--- config.mk ---
export PLATFORM = sky130hd
export DESIGN_NAME = regfile_arbiter
export DESIGN_NICKNAME = d
export VERILOG_FILES = /design/src/rtl/regfile_arbiter.sv
export SDC_FILE = /design/constraint.sdc
export NUM_CORES = 1
export LEC_CHECK = 0
export CAP_MARGIN = 10
export CORE_MARGIN = 4
export CORE_UTILIZATION = 23
export DETAILED_ROUTE_END_ITERATION = 16
export HOLD_SLACK_MARGIN = 0.08
export PLACE_DENSITY_LB_ADDON = 0.08
export SLEW_MARGIN = 20
export SYNTH_ARGS = -nofsm -noshare
export SYNTH_HDL_FRONTEND = slang
export SYNTH_SLANG_ARGS = --single-unit
--- constraint.sdc ---
create_clock -name clk -period 1.73 [get_ports clk]
set_clock_uncertainty 0.05 [all_clocks]
set_input_delay 0.2595 -clock clk [delete_from_list [all_inputs] [get_ports clk]]
set_output_delay 0.2595 -clock clk [all_outputs]
set_load 0.05 [all_outputs]
--- src/rtl/regfile_arbiter.sv ---
// Two-port arbiter in front of a single-port register file: round-robin between core (port 0)
// and host (port 1), with a bounded burst lock for the host and a fixed one-cycle response path.
module regfile_arbiter #(
    parameter int DATA_W   = 16,
    parameter int ADDR_W   = 3,
    parameter int MAX_LOCK = 4
) (
    input  logic                     clk,
    input  logic                     rst_n,
    input  logic                     req0,
    input  logic                     req1,
    input  logic                     we0,
    input  logic                     we1,
    input  logic        [ADDR_W-1:0] addr0_a,
    input  logic        [ADDR_W-1:0] addr0_b,
    input  logic        [ADDR_W-1:0] addr1_a,
    input  logic        [ADDR_W-1:0] addr1_b,
    input  logic signed [DATA_W-1:0] wdata0,
    input  logic signed [DATA_W-1:0] wdata1,
    input  logic                     lock1,
    output logic                     gnt0,
    output logic                     gnt1,
    output logic                     rvalid0,
    output logic                     rvalid1,
    output logic signed [DATA_W-1:0] rdata0_a,
    output logic signed [DATA_W-1:0] rdata0_b,
    output logic signed [DATA_W-1:0] rdata1_a,
    output logic signed [DATA_W-1:0] rdata1_b,
    output logic        [ADDR_W-1:0] rf_addr_a,
    output logic        [ADDR_W-1:0] rf_addr_b,
    output logic                     rf_we,
    output logic signed [DATA_W-1:0] rf_wdata,
    input  logic signed [DATA_W-1:0] rf_data_a,
    input  logic signed [DATA_W-1:0] rf_data_b
);

    localparam logic [3:0] LOCK_LIMIT = 4'(MAX_LOCK);

    // r_lastGnt holds the index of the most recently granted port
    logic       r_lastGnt;
    logic [3:0] r_lockCnt;
    logic       r_rvalid0;
    logic       r_rvalid1;

    logic w_gnt0;
    logic w_gnt1;
    logic w_lockSat;

    assign w_lockSat = (r_lockCnt >= LOCK_LIMIT);

    // Once the host burst hits its limit, a waiting core request gets exactly one slot
    always_comb begin
        w_gnt0 = 1'b0;
        w_gnt1 = 1'b0;
        if (rst_n) begin
            if (req1 && lock1) begin
                if (w_lockSat && req0) begin
                    w_gnt0 = 1'b1;
                end else begin
                    w_gnt1 = 1'b1;
                end
            end else if (req0 && req1) begin
                if (r_lastGnt) begin
                    w_gnt0 = 1'b1;
                end else begin
                    w_gnt1 = 1'b1;
                end
            end else begin
                w_gnt0 = req0;
                w_gnt1 = req1;
            end
        end
    end

    always_ff @(posedge clk) begin
        if (!rst_n) begin
            r_lastGnt <= 1'b1;
            r_lockCnt <= 4'd0;
            r_rvalid0 <= 1'b0;
            r_rvalid1 <= 1'b0;
        end else begin
            r_rvalid0 <= w_gnt0;
            r_rvalid1 <= w_gnt1;
            if (w_gnt0) begin
                r_lastGnt <= 1'b0;
                r_lockCnt <= 4'd0;
            end else if (w_gnt1) begin
                r_lastGnt <= 1'b1;
                if (!lock1) begin
                    r_lockCnt <= 4'd0;
                end else if (!w_lockSat) begin
                    r_lockCnt <= r_lockCnt + 4'd1;
                end
            end
        end
    end

    assign gnt0 = w_gnt0;
    assign gnt1 = w_gnt1;

    assign rf_addr_a = w_gnt1 ? addr1_a : addr0_a;
    assign rf_addr_b = w_gnt1 ? addr1_b : addr0_b;
    assign rf_wdata  = w_gnt0 ? wdata0 : (w_gnt1 ? wdata1 : '0);
    assign rf_we     = (w_gnt0 && we0) || (w_gnt1 && we1);

    // Gating with rst_n hides a response left over from a grant issued just before reset
    assign rvalid0  = r_rvalid0 && rst_n;
    assign rvalid1  = r_rvalid1 && rst_n;
    assign rdata0_a = rvalid0 ? rf_data_a : '0;
    assign rdata0_b = rvalid0 ? rf_data_b : '0;
    assign rdata1_a = rvalid1 ? rf_data_a : '0;
    assign rdata1_b = rvalid1 ? rf_data_b : '0;

endmodule

-- Yosys cells after proc, flatten, opt, wreduce, memory -nomap -nowiden
Cells that the tools add are included.
- reductions and logical operators: 11
- eq/ne operators: 1
- muxes and demuxes: 22
- order comparisons: 1
- bitwise operators: 1
- add/sub/neg operators: 1
- operator list (kind ; count):
    $mux W16 ; 6
    $mux W1 ; 12
    $mux W4 ; 2
    $logic_and A1 B1 Y1 ; 7
    $mux W3 ; 2
    $add A4 B1 Y4 const B ; 1
    $ge A4 B3 Y1 const B ; 1
    $ne A2 B2 Y1 const B ; 1
    $reduce_and A2 Y1 ; 1
    $reduce_bool A2 Y1 ; 1
    $reduce_or A2 Y1 ; 1
    $logic_or A1 B1 Y1 ; 1
    $not A1 Y1 ; 1
- output and inout port bits: 91
- input port bits: 83
- word-level logic and storage cells: 41
- register bits after elaboration: 7

-- Longest topological paths before layout
Gate-level depths: netlist of the first run.
- depth in word-level cells: 7
- depth in mapped cells: 4
- gate-level depth less buffers: 3

-- Least setup slack after synthesis of the first run
Ideal clock, no wire load.
- path type: register to output
- start point: reg r_lastGnt
- end point: out rf_wdata[10]
- cell stages (with the launch flop): 5
- setup slack: -0.349 ns
- path buffers: 1
- data arrival time: 1.770 ns
- data required time: 1.420 ns
- cells stage by stage: dfxtp_1 > o21ai_0 > o21ai_2 > buf_2 > o22ai_1
- cells in the longest elaborated chain, start to end: 6
- elaborated cells on any way between the ends: 10
- classes of those cells: mux: 10
- ends and longest elaborated chain (what ; RTL line ; RTL):
    start, declared ; 40 ; logic r_lastGnt;
    start signal, assigned ; 77 ; r_lastGnt <= 1'b1;
    start signal, assigned ; 85 ; r_lastGnt <= 1'b0;
    start signal, assigned ; 88 ; r_lastGnt <= 1'b1;
    $mux W1 ; 63 ; if (r_lastGnt) begin
    $mux W1 ; 62 ; end else if (req0 && req1) begin
    $mux W1 ; 56 ; if (req1 && lock1) begin
    $mux W1 ; 55 ; if (rst_n) begin
    $mux W16 ; 103 ; assign rf_wdata = w_gnt0 ? wdata0 : (w_gnt1 ? wdata1 : '0);
    $mux W16 (*) ; 103 ;
    end, declared ; 32 ; output logic signed [DATA_W-1:0] rf_wdata,
Mark *: on every way between the ends. The rest lies on a longest branch, timed or not.

-- Final worst setup path of the first run
- start point: reg r_lockCnt[3]
- end point: out rf_wdata[8]
- cells in the longest elaborated chain, start to end: 7
- elaborated cells on any way between the ends: 10
- classes of those cells: order compare: 1; mux: 8; reduce/logical: 1
- ends and longest elaborated chain (what ; RTL line ; RTL):
    start, declared ; 41 ; logic [3:0] r_lockCnt;
    start signal, assigned ; 92 ; r_lockCnt <= r_lockCnt + 4'd1;
    $ge A4 B3 Y1 (*) ; 49 ; assign w_lockSat = (r_lockCnt >= LOCK_LIMIT);
    $logic_and A1 B1 Y1 (*) ; 57 ; if (w_lockSat && req0) begin
    $mux W1 ; 57 ;
    $mux W1 ; 56 ;
    $mux W1 ; 55 ;
    $mux W16 ; 103 ;
    $mux W16 (*) ; 103 ;
Marks and branches as above.

==> results by group, run 1 <==
Synthesis
  – Synthesized instance count: 182
  – Post-synth top area cell: and3_1
  – Async set-reset flop share out of synthesis: 0
  – Synth top area share: 0.3486
  – Count leader, synth: and3_1
  – Synth Register Bits: 7
  – Ys flop type: dfxtp_1
  – Synthesized area: 1149 µm²
  – Register area share after synthesis: 0.1220
  – Syn Area/Cell: 6.311 µm²
  – Ys Warns: 0
  – Synth area leaders: and3_1 35%, dfxtp_1 12%, nand2_1 11%
  – Top cells by count, synth: 64 x and3_1, 35 x nand2_1, 17 x clkbuf_1, 17 x o22ai_1, 7 x dfxtp_1
  – Post-synth EDFFs: 0
  – Post-synth cell types: 26
  – Post-Syn Nets: 266

Min path
  – Hold path start: lock1
  – Hold WC Path Type: input pin to register
  – Hold Path Depth: 4
  – Hold EP: r_lastGnt$_SDFFE_PN1P_

Pwr
  – Power Density: 375.0 nW/µm²
  – Maximum resistive drop on vdd: 0.0005739 V
  – P_leak: 1.851 nW

Die
  – Core Area: 4786 µm²
  – Row count: 25
  – Die area: 6188 µm²
  – I/O Pins: 174
  – Starting Density: 0.2400
  – Die height: 78.67 µm
  – Die W: 78.67 µm

Setup path
  – Critical path class: register to output port
  – Worst-path maximum fanout: 4
  – Worst path required time: 1.42 ns
  – CP startpoint kind: register
  – Endpoint class of the critical path: output port
  – Critical Path AT: 1.67 ns
  – FF-to-FF Start: r_lockCnt[3]$_SDFFE_PP0P_
  – Reg2reg path depth: 5
  – Reg2reg end: r_lockCnt[0]$_SDFFE_PP0P_
  – Internal reg-to-reg setup slack: 0.27 ns

Clock network
  – TritonCTS Buffers: 3
  – Root cell of the clock tree: clkbuf_8
  – Worst-skew pair later-pin latency: 0.22 ns
  – Clock slew at reported path FFs: 0.04 ns
  – Post-CTS Hold Buffers: 0
  – CTS sink cnt: 7
  – CTS tree: built
  – H-tree depth: 1
  – Clock buffer depth: 2

STA
  – Hold Slack: 0.4287 ns
  – Final setup margin: -0.2507 ns
  – Slew margin rel.: 0.8041
  – TNS Setup: -4.691 ns
  – Final min period: 1.981 ns
  – Final setup fails: 24
  – Final slew viol count: 0
  – Hold Fails Final Rpt: 0
  – FMAX: 504.9 MHz
  – Worst Tran Pin Value: 0.2926 ns
  – RSZ-0062 raised after global routing: true
  – Final period util: 1.145

Route
  – Drt drc: 0
  – Routed WL: 7.469 mm
  – Vias: 2,089
  – DRT iter0 DRCs: 87
  – Drt wl/cell: 17.53 µm
  – Post-DR vias/cell: 4.904
  – Detailed Routing Iterations Pass 1: 4
  – Routed Antenna Nets: 0

Layout
  – Area growth from synthesis to layout: 251.5%
  – N_diodes: 0
  – Layout cell share with drive strength beyond 1: 0.4123
  – Post-Route Utilization: 0.8437
  – Post-Layout Inst Area: 4038 µm²
  – Final nets: 444

Global routing
  – GRT Total Usage: 0.2294
  – Vias in the first global route: 2,003
  – Total congestion overflow: 0
  – Largest net degree at the start of global routing: 72
  – First-pass GRT wire length: 11.27 mm
  – Initial antenna violation count: 0

Placement
  – HPWL Detailed: 5.853 mm
  – Port bufs: 173
  – Placement Cell Area: 3821 µm²
  – GP Congestion: 0.8388

Outcome
  – Outcome: finished, violations left
  – Failing checks: negative setup slack

Flow run
  – Max-cap viol count: 0
## routing by layer
layer	part of all wire	vias to the layer above	global-route usage
li1	-	1016	-
met5	0	-	0
met3	0.095	10	0.05963
met1	0.34	966	0.2415
met4	0.014	0	0.02972
met2	0.55	97	0.4584
## cell families (layout without fill, tap and decap cells)
group | after synthesis | count (layout) | share of synthesized area
AND/OR/NAND/NOR | 112 | 112 | 0.5338
multiplexers | 6 | 6 | 0.05882
adder cells (fa/ha/maj) | 1 | 1 | 0.01089
flip-flops | 7 | 7 | 0.1220
buffers and inverters | 24 | 201 | 0.08279
AO/OA/AOI/OAI | 32 | 32 | 0.1917
## sequential cells by signal (all words and copies together) (netlist names)
signal and flops:
r_lockCnt 4, r_lastGnt 1, r_rvalid0 1, r_rvalid1 1
## cell usage in the layout, fill, tap and decap left out, types with 2 or more instances in the layout
cell type and instances:
a21oi_1 2, and2_1 3, and3_1 64, buf_12 71
buf_4 17, buf_6 19, clkbuf_8 3, clkdlybuf4s50_1 78
dfxtp_1 5, dfxtp_2 2, dlygate4sd2_1 2, inv_1 5
mux2_2 6, nand2_1 35, nor2_1 4, o21a_1 2
o21ai_0 3, o21ai_2 3, o22ai_2 7, o22ai_4 10
## through the flow
stage / std cells / setup WS (ns) / power (mW)
global route: 426 / -0.2880 / 1.575
finish: 426 / -0.2507 / 1.514
detailed placement: 417 / -0.4921 / 1.221
CTS: 425 / -0.2496 / 1.514
floorplan: 182 / -0.1474 / 0.7111
global placement: 417 / -0.4558 / 1.207
## report_power, final
part / internal [mW] / switching (mW) / total [mW] / leakage [nW]
clock network: 0.159 / 0.0682 / 0.227 / 0.0228
logic: 0.541 / 0.575 / 1.12 / 1.77
registers: 0.168 / 0.00345 / 0.171 / 0.0582
total: 0.868 / 0.646 / 1.51 / 1.85
## what timing repair did
action | in CTS | in global routing
buffers inserted | 2 | 1
pin swaps | 1 | 5
endpoints found under the setup margin | 25 | 25
cloned | 2 | 1
resized for setup | 25 | 6
## final cells by class
cell class | instances | area, µm²
inverter | 5 | 18.77
clock buffer | 4 | 45.04
tap | 67 | 83.83
fill | 283 | 748.2
multi-input combinational | 151 | 1109
timing repair buffer | 192 | 2639
sequential | 7 | 142.6
## critical path, stage by stage, from the launching register on
cell and delay (ns):
dfxtp_2 0.33, or3b_4 0.41, a21oi_4 0.21, buf_12 0.15, clkbuf_16 0.14, o22ai_4 0.06
buf_6 0.15
## how the worst max path moves through the flow
stage                   end  slack (ns)  cells after the start                 startpoint
6_report        rf_wdata[8]       -0.25                      6  r_lockCnt[3]$_SDFFE_PP0P_
5_1_grt         rf_wdata[4]       -0.29                      6  r_lockCnt[3]$_SDFFE_PP0P_
4_1_cts        rf_wdata[14]       -0.25                      6  r_lockCnt[2]$_SDFFE_PP0P_
3_5_place_dp    rf_wdata[7]       -0.49                      6                      lock1
3_3_place_gp    rf_wdata[9]       -0.46                      6                      lock1
2_1_floorplan  rf_wdata[10]       -0.15                      4  r_lockCnt[3]$_SDFFE_PP0P_
(Power assumes the default switching activity.)
==> inputs of run 2 (changes only) <==
--- a/config.mk
+++ b/config.mk
@@ -10,7 +10,8 @@
 export CORE_UTILIZATION = 23
 export DETAILED_ROUTE_END_ITERATION = 16
 export HOLD_SLACK_MARGIN = 0.08
-export PLACE_DENSITY_LB_ADDON = 0.08
+export PLACE_DENSITY = 0.81
+export RECOVER_POWER = 25
 export SLEW_MARGIN = 20
 export SYNTH_ARGS = -nofsm -noshare
 export SYNTH_HDL_FRONTEND = slang
==> run 2 against run 1 <==
Against the previous run:
- the flow still finishes with violations (negative setup slack)
- final cell count grew 1.9%
- wire length rose by 14%
- count of clock-buffer cells in the layout is the same
- combinational power increased by 8%
- register-to-register slack lost 0.09 ns
- core utilization rose by 3.8 points
- worst setup slack lost 0.031 ns
- critical path type unchanged
==> results by group, run 2 (same netlist as run 1, synthesis figures left out) <==
STA
  – RSZ-0062 raised after global routing: true
  – Worst Tran Pin Value: 0.2870 ns (-0.005556 ns)
  – Slew margin rel.: 0.8066 (+0.002536)
  – Hold Fails Final Rpt: 0 (unchanged)
  – Final setup fails: 24 (unchanged)
  – Final min period: 2.012 ns (+0.03150 ns)
  – Final slew viol count: 0 (unchanged)
  – Final setup margin: -0.2822 ns (-0.03150 ns)
  – FMAX: 497.0 MHz (-1.6%)
  – Final period util: 1.163 (+0.01821)
  – Hold Slack: 0.4546 ns (+0.02587 ns)

Min path
  – Hold WC Path Type: input pin to register
  – Hold Path Depth: 3 (-1)
  – Hold EP: r_lastGnt$_SDFFE_PN1P_
  – Hold path start: rst_n

Setup path
  – FF-to-FF Start: r_lockCnt[2]$_SDFFE_PP0P_
  – Crit-path leading delay family: buffers and inverters
  – Worst-path maximum fanout: 9 (+5)
  – Internal reg-to-reg setup slack: 0.18 ns (-0.09 ns)
  – CP startpoint kind: register
  – Reg2reg end: r_rvalid0$_SDFF_PN0_
  – Worst path cell trace: or3b_4 > a21oi_4 > buf_4 > buf_16 > o22ai_2 > buf_6
  – Crit. Startpoint: r_lockCnt[2]$_SDFFE_PP0P_
  – CP peak stage delay: 0.42 ns (about the same)
  – Worst path required time: 1.42 ns (about the same)
  – CP bufs+invs: 3 (unchanged)
  – Slowest CP cell: or3b_4
  – Reg2reg path depth: 6 (+1)
  – Critical Path AT: 1.70 ns (+0.03 ns)
  – Critical path class: register to output port
  – Endpoint class of the critical path: output port

Pwr
  – Final Power: 1.616 mW (+6.7%)
  – Power Density: 382.8 nW/µm² (+2.1%)
  – Maximum resistive drop on vdd: 0.0004959 V (-14%)
  – P_leak: 1.915 nW (+3.5%)

Die
  – I/O Pins: 174 (unchanged)
  – Core Area: 4786 µm² (unchanged)
  – Die height: 78.67 µm (unchanged)
  – Starting Density: 0.2400 (unchanged)
  – Die W: 78.67 µm (unchanged)
  – Die area: 6188 µm² (unchanged)
  – Row count: 25 (unchanged)

Route
  – Post-DR vias/cell: 5.120 (+4.4%)
  – Drt wl/cell: 19.68 µm (+12%)
  – Vias: 2,222 (+6.4%)
  – Drt drc: 0 (unchanged)
  – DRT iter0 DRCs: 102 (+17%)
  – Routed WL: 8.540 mm (+14%)
  – Routed Antenna Nets: 0 (unchanged)
  – Detailed Routing Iterations Pass 1: 4 (unchanged)

Clock network
  – CTS tree: built
  – H-tree depth: 1 (unchanged)
  – TritonCTS Buffers: 3 (unchanged)
  – Root cell of the clock tree: clkbuf_8
  – CTS sink cnt: 7 (unchanged)
  – Clock slew at reported path FFs: 0.04 ns (about the same)
  – Worst-skew pair later-pin latency: 0.23 ns (about the same)
  – Clock buffer depth: 2 (unchanged)

Placement
  – Post-placement cell count: 418 (+0.24%)
  – Placement Cell Area: 3829 µm² (+0.20%)
  – Port bufs: 173 (unchanged)
  – GP Congestion: 0.8113 (-3.3%)
  – HPWL Detailed: 5.925 mm (+1.2%)

Layout
  – Layout cell share with drive strength beyond 1: 0.4332 (+0.02099)
  – Final nets: 452 (+1.8%)
  – Commonest cells after routing, fill and taps aside: 78 x clkdlybuf4s50_1, 71 x buf_12, 64 x and3_1
  – Most common cell after layout, fill and taps aside: clkdlybuf4s50_1
  – Multi-input logic area: 1155 µm² (+4.2%)
  – Fillers: 217 (-23%)
  – N_diodes: 0 (unchanged)
  – Post-Layout Inst Area: 4220 µm² (+4.5%)
  – Largest register FFs: 4 (unchanged)
  – Cell Count, Final, Fillers Out: 434 (+1.9%)
  – Largest register by flop count: r_lockCnt
  – Area growth from synthesis to layout: 267.4%
  – Seq. cell area: 146.4 µm² (+2.6%)

Global routing
  – First-pass GRT wire length: 12.32 mm (+9.3%)
  – Vias in the first global route: 2,389 (+19%)
  – Largest net degree at the start of global routing: 76 (+5.6%)
  – Total congestion overflow: 0 (unchanged)
  – GRT Total Usage: 0.2549 (+0.02551)
  – Initial antenna violation count: 0 (unchanged)

Flow run
  – Max-cap viol count: 0 (unchanged)

Outcome
  – Failing checks: negative setup slack
  – Outcome: finished, violations left
run 2: final cells by class:
| type | instances | share of cell area |
|---|---|---|
| well taps | 67 | 0.01986 |
| repair buffers | 200 | 0.6561 |
| inverters | 5 | 0.005040 |
| multi-input cells | 151 | 0.2736 |
| flip-flops and latches | 7 | 0.03469 |
| clock buffers | 4 | 0.01067 |
run 2: worst max path at each step:
stage	cells past startpoint	end	slack (ns)
3_5_place_dp	6	rf_wdata[15]	-0.50
3_3_place_gp	6	rf_wdata[7]	-0.47
4_1_cts	6	rf_wdata[15]	-0.25
2_1_floorplan	4	rf_wdata[10]	-0.15
5_1_grt	6	rf_wdata[0]	-0.31
6_report	6	rf_wdata[0]	-0.28
run 2: what timing repair did:
item / 4_1_cts / 5_1_grt
endpoints found under the setup margin: 25 / 25
hold buffers: 0 / 0
setup buffers: 6 / 2
cloned: 3 / 1
pin swaps: 3 / 1
hold endpoints to repair: 0 / 0
gates resized for setup: 38 / 13
run 2: tightest hold or removal path, delay by kind of cell:
kind,cells,cell delay [ns]
compound gates,1,0.09
buf+inv,2,0.35
run 2: metrics by stage:
step | TNS, ns | worst slack (ns) | util
detailed placement | -11.84 | -0.5018 | 0.8000
global route | -6.975 | -0.3120 | 0.8818
finish | -6.022 | -0.2822 | 0.8818
floorplan | -0.5794 | -0.1474 | -
global placement | -11.07 | -0.4715 | 0.8000
CTS | -4.808 | -0.2485 | 0.8635
run 2: routing by layer:
layer | up-vias | GRT usage | wire length [µm]
li1 | 1028 | - | -
met1 | 1015 | 0.2490 | 2914
met2 | 151 | 0.4890 | 4460
met3 | 28 | 0.06193 | 804
met4 | 0 | 0.1311 | 361
met5 | - | 0 | 0
run 2: power by group:
part | switching (mW) | internal (mW) | total [mW]
logic | 0.619 | 0.588 | 1.21
registers | 0.00325 | 0.166 | 0.169
clock network | 0.0795 | 0.160 | 0.240
total | 0.701 | 0.914 | 1.62
==> inputs of run 3 (changes only) <==
--- a/config.mk
+++ b/config.mk
@@ -5,13 +5,16 @@
 export SDC_FILE = /design/constraint.sdc
 export NUM_CORES = 1
 export LEC_CHECK = 0
+export ABC_CLOCK_PERIOD_IN_PS = 1730
 export CAP_MARGIN = 10
 export CORE_MARGIN = 4
 export CORE_UTILIZATION = 23
+export CTS_CLUSTER_SIZE = 12
 export DETAILED_ROUTE_END_ITERATION = 16
 export HOLD_SLACK_MARGIN = 0.08
 export PLACE_DENSITY = 0.81
 export RECOVER_POWER = 25
+export REMOVE_ABC_BUFFERS = 1
 export SLEW_MARGIN = 20
 export SYNTH_ARGS = -nofsm -noshare
 export SYNTH_HDL_FRONTEND = slang
==> run 3 against run 2 <==
Against the previous run:
- the run still ends with negative setup slack left
- sequential share of layout area up 0.34 points
- global-route usage down 4.4 points
- worst setup slack better by 0.097 ns
- core utilization down 9.3 points
- flip-flop and latch count unchanged
- wire length down 18%
- cell area down 11%
- via count down 7.2%
- critical endpoint unchanged
==> results by group, run 3 (same netlist as run 1, synthesis figures left out) <==
Setup path
  – Worst-path maximum fanout: 17 (+8)
  – Critical Path AT: 1.61 ns (-0.09 ns)
  – Worst path required time: 1.42 ns (about the same)
  – Critical path class: register to output port
  – CP peak stage delay: 0.42 ns (about the same)
  – Slowest CP cell: or3b_4
  – Reg2reg path depth: 4 (-2)
  – Endpoint class of the critical path: output port
  – CP startpoint kind: register
  – Worst path cell trace: or3b_4 > a21oi_4 > buf_12 > o22ai_1 > buf_4

Route
  – Vias: 2,061 (-7.2%)
  – Drt wl/cell: 16.42 µm (-17%)
  – Post-DR vias/cell: 4.849 (-5.3%)
  – Routed WL: 6.977 mm (-18%)
  – Detailed Routing Iterations Pass 1: 6 (+2)
  – Routed Antenna Nets: 0 (unchanged)
  – Drt drc: 0 (unchanged)
  – DRT iter0 DRCs: 88 (-14%)

Pwr
  – Clock share of power: 0.168 (+0.020)
  – Sequential share of power: 0.121 (+0.016)
  – Power Density: 376.5 nW/µm² (-1.6%)
  – Maximum resistive drop on vdd: 0.0006471 V (+30%)
  – P_leak: 1.794 nW (-6.3%)
  – Comb pwr share: 0.712 (-0.035)
  – Pint: 0.8132 mW (-11%)
  – Switching power: 0.6078 mW (-13%)
  – Sw Ratio: 0.4277 (-0.006438)
  – Final Power: 1.421 mW (-12%)

STA
  – Hold Fails Final Rpt: 0 (unchanged)
  – Final period util: 1.107 (-0.05582)
  – Final setup margin: -0.1857 ns (+0.09656 ns)
  – Final min period: 1.916 ns (-0.09656 ns)
  – Slew margin rel.: 0.7839 (-0.02273)
  – Final setup fails: 24 (unchanged)
  – Worst Tran Pin Value: 0.3242 ns (+0.03714 ns)
  – Final slew viol count: 0 (unchanged)
  – FMAX: 522.0 MHz (+5.0%)
  – Hold Slack: 0.4384 ns (-0.01615 ns)
  – TNS Setup: -3.706 ns (+2.315 ns)
  – RSZ-0062 raised after global routing: true

Layout
  – Largest register FFs: 4 (unchanged)
  – Most common cell after layout, fill and taps aside: clkdlybuf4s50_1
  – Commonest cells after routing, fill and taps aside: 78 x clkdlybuf4s50_1, 70 x buf_12, 64 x and3_1
  – Post-Layout Inst Area: 3774 µm² (-11%)
  – Final nets: 442 (-2.2%)
  – Fillers: 302 (+39%)
  – Largest register by flop count: r_lockCnt
  – Seq. cell area: 143.9 µm² (-1.7%)
  – Area growth from synthesis to layout: 228.5%
  – Multi-input logic area: 942.2 µm² (-18%)
  – Layout cell share with drive strength beyond 1: 0.3669 (-0.06630)

Clock network
  – Worst-skew pair later-pin latency: 0.23 ns (about the same)
  – Clock slew at reported path FFs: 0.04 ns (about the same)
  – Root cell of the clock tree: clkbuf_8
  – CTS sink cnt: 7 (unchanged)
  – TritonCTS Buffers: 3 (unchanged)
  – CTS tree: built
  – Clock buffer depth: 2 (unchanged)
  – H-tree depth: 1 (unchanged)

Outcome
  – Outcome: finished, violations left
  – Failing checks: negative setup slack

Die
  – Starting Density: 0.2400 (unchanged)
  – Row count: 25 (unchanged)
  – Die W: 78.67 µm (unchanged)
  – Die area: 6188 µm² (unchanged)
  – I/O Pins: 174 (unchanged)
  – Core Area: 4786 µm² (unchanged)
  – Die height: 78.67 µm (unchanged)

Global routing
  – Largest net degree at the start of global routing: 104 (+37%)
  – Vias in the first global route: 2,007 (-16%)
  – First-pass GRT wire length: 10.49 mm (-15%)
  – GRT Total Usage: 0.2113 (-0.04363)
  – Initial antenna violation count: 1 (+1)
  – Total congestion overflow: 0 (unchanged)

Min path
  – Hold Path Depth: 2 (-1)
  – Hold WC Path Type: register to register

Placement
  – Placement Cell Area: 3636 µm² (-5.0%)
  – Port bufs: 173 (unchanged)
  – GP Congestion: 0.7399 (-8.8%)
  – Place WS: -0.4432 ns (+0.05866 ns)
  – HPWL Detailed: 5.742 mm (-3.1%)

Flow run
  – Max-cap viol count: 0 (unchanged)
[run 3: cell types whose count changed in the layout (fill, tap and decap cells not counted), sizes merged]
cell	delta
clkbuf	-2
buf	-9
clkdlybuf4s15	+1
diode	+1
[run 3: final cells by class]
class	instances	share of cell area
Tap cell	67	0.02221
Inverter	5	0.004973
Timing Repair Buffer	190	0.6724
Antenna cell	1	0.0006631
Clock buffer	4	0.01194
Multi-Input combinational cell	151	0.2497
Sequential cell	7	0.03813
[run 3: power groups by stage]
stage	sequential (mW)	clock, mW	combinational (mW)
4_1_cts	0.171	0.242	1.02
3_5_place_dp	0.173	0	0.987
3_3_place_gp	0.173	0	0.968
6_report	0.171	0.238	1.01
5_1_grt	0.171	0.253	1.06
2_1_floorplan	0.183	0	0.422
[run 3: worst paths after layout]
| kind | to | slack [ns] | start |
|---|---|---|---|
| worst max-delay path | rf_wdata[0] | -0.19 | r_lockCnt[3]$_SDFFE_PP0P_ |
| worst max register to register | r_lockCnt[2]$_SDFFE_PP0P_ | 0.16 | r_lockCnt[3]$_SDFFE_PP0P_ |
| worst min-delay path | r_lockCnt[1]$_SDFFE_PP0P_ | 0.44 | r_lockCnt[1]$_SDFFE_PP0P_ |
| worst min register to register | r_lockCnt[1]$_SDFFE_PP0P_ | 0.44 | r_lockCnt[1]$_SDFFE_PP0P_ |
[run 3: metal layers]
layer / global-route usage / part of all wire
met5: 0 / 0
met4: 0.07517 / 0.032
met3: 0.05849 / 0.11
met2: 0.3930 / 0.51
met1: 0.2250 / 0.35
[run 3: metrics by stage]
step | std cells | utilization
6_report | 425 | 0.7885
3_3_place_gp | 417 | 0.7597
2_1_floorplan | 163 | -
5_1_grt | 425 | 0.7885
4_1_cts | 424 | 0.7875
3_5_place_dp | 417 | 0.7597
[run 3: critical path, delay by kind of cell, from the launching register on]
kind / cells / cell delay (ns)
AOI/OAI and AO/OA: 2 / 0.25
buffers and inverters: 2 / 0.35
DFF: 1 / 0.34
and+or+nand+nor: 1 / 0.42
[run 3: repair_timing]
action | CTS | global route
setup endpoints to repair | 25 | 25
pin swaps | 1 | 1
setup buffers | 3 | 0
hold buffers | 0 | 0
gates cloned | 0 | 0
gates resized for setup | 23 | 2
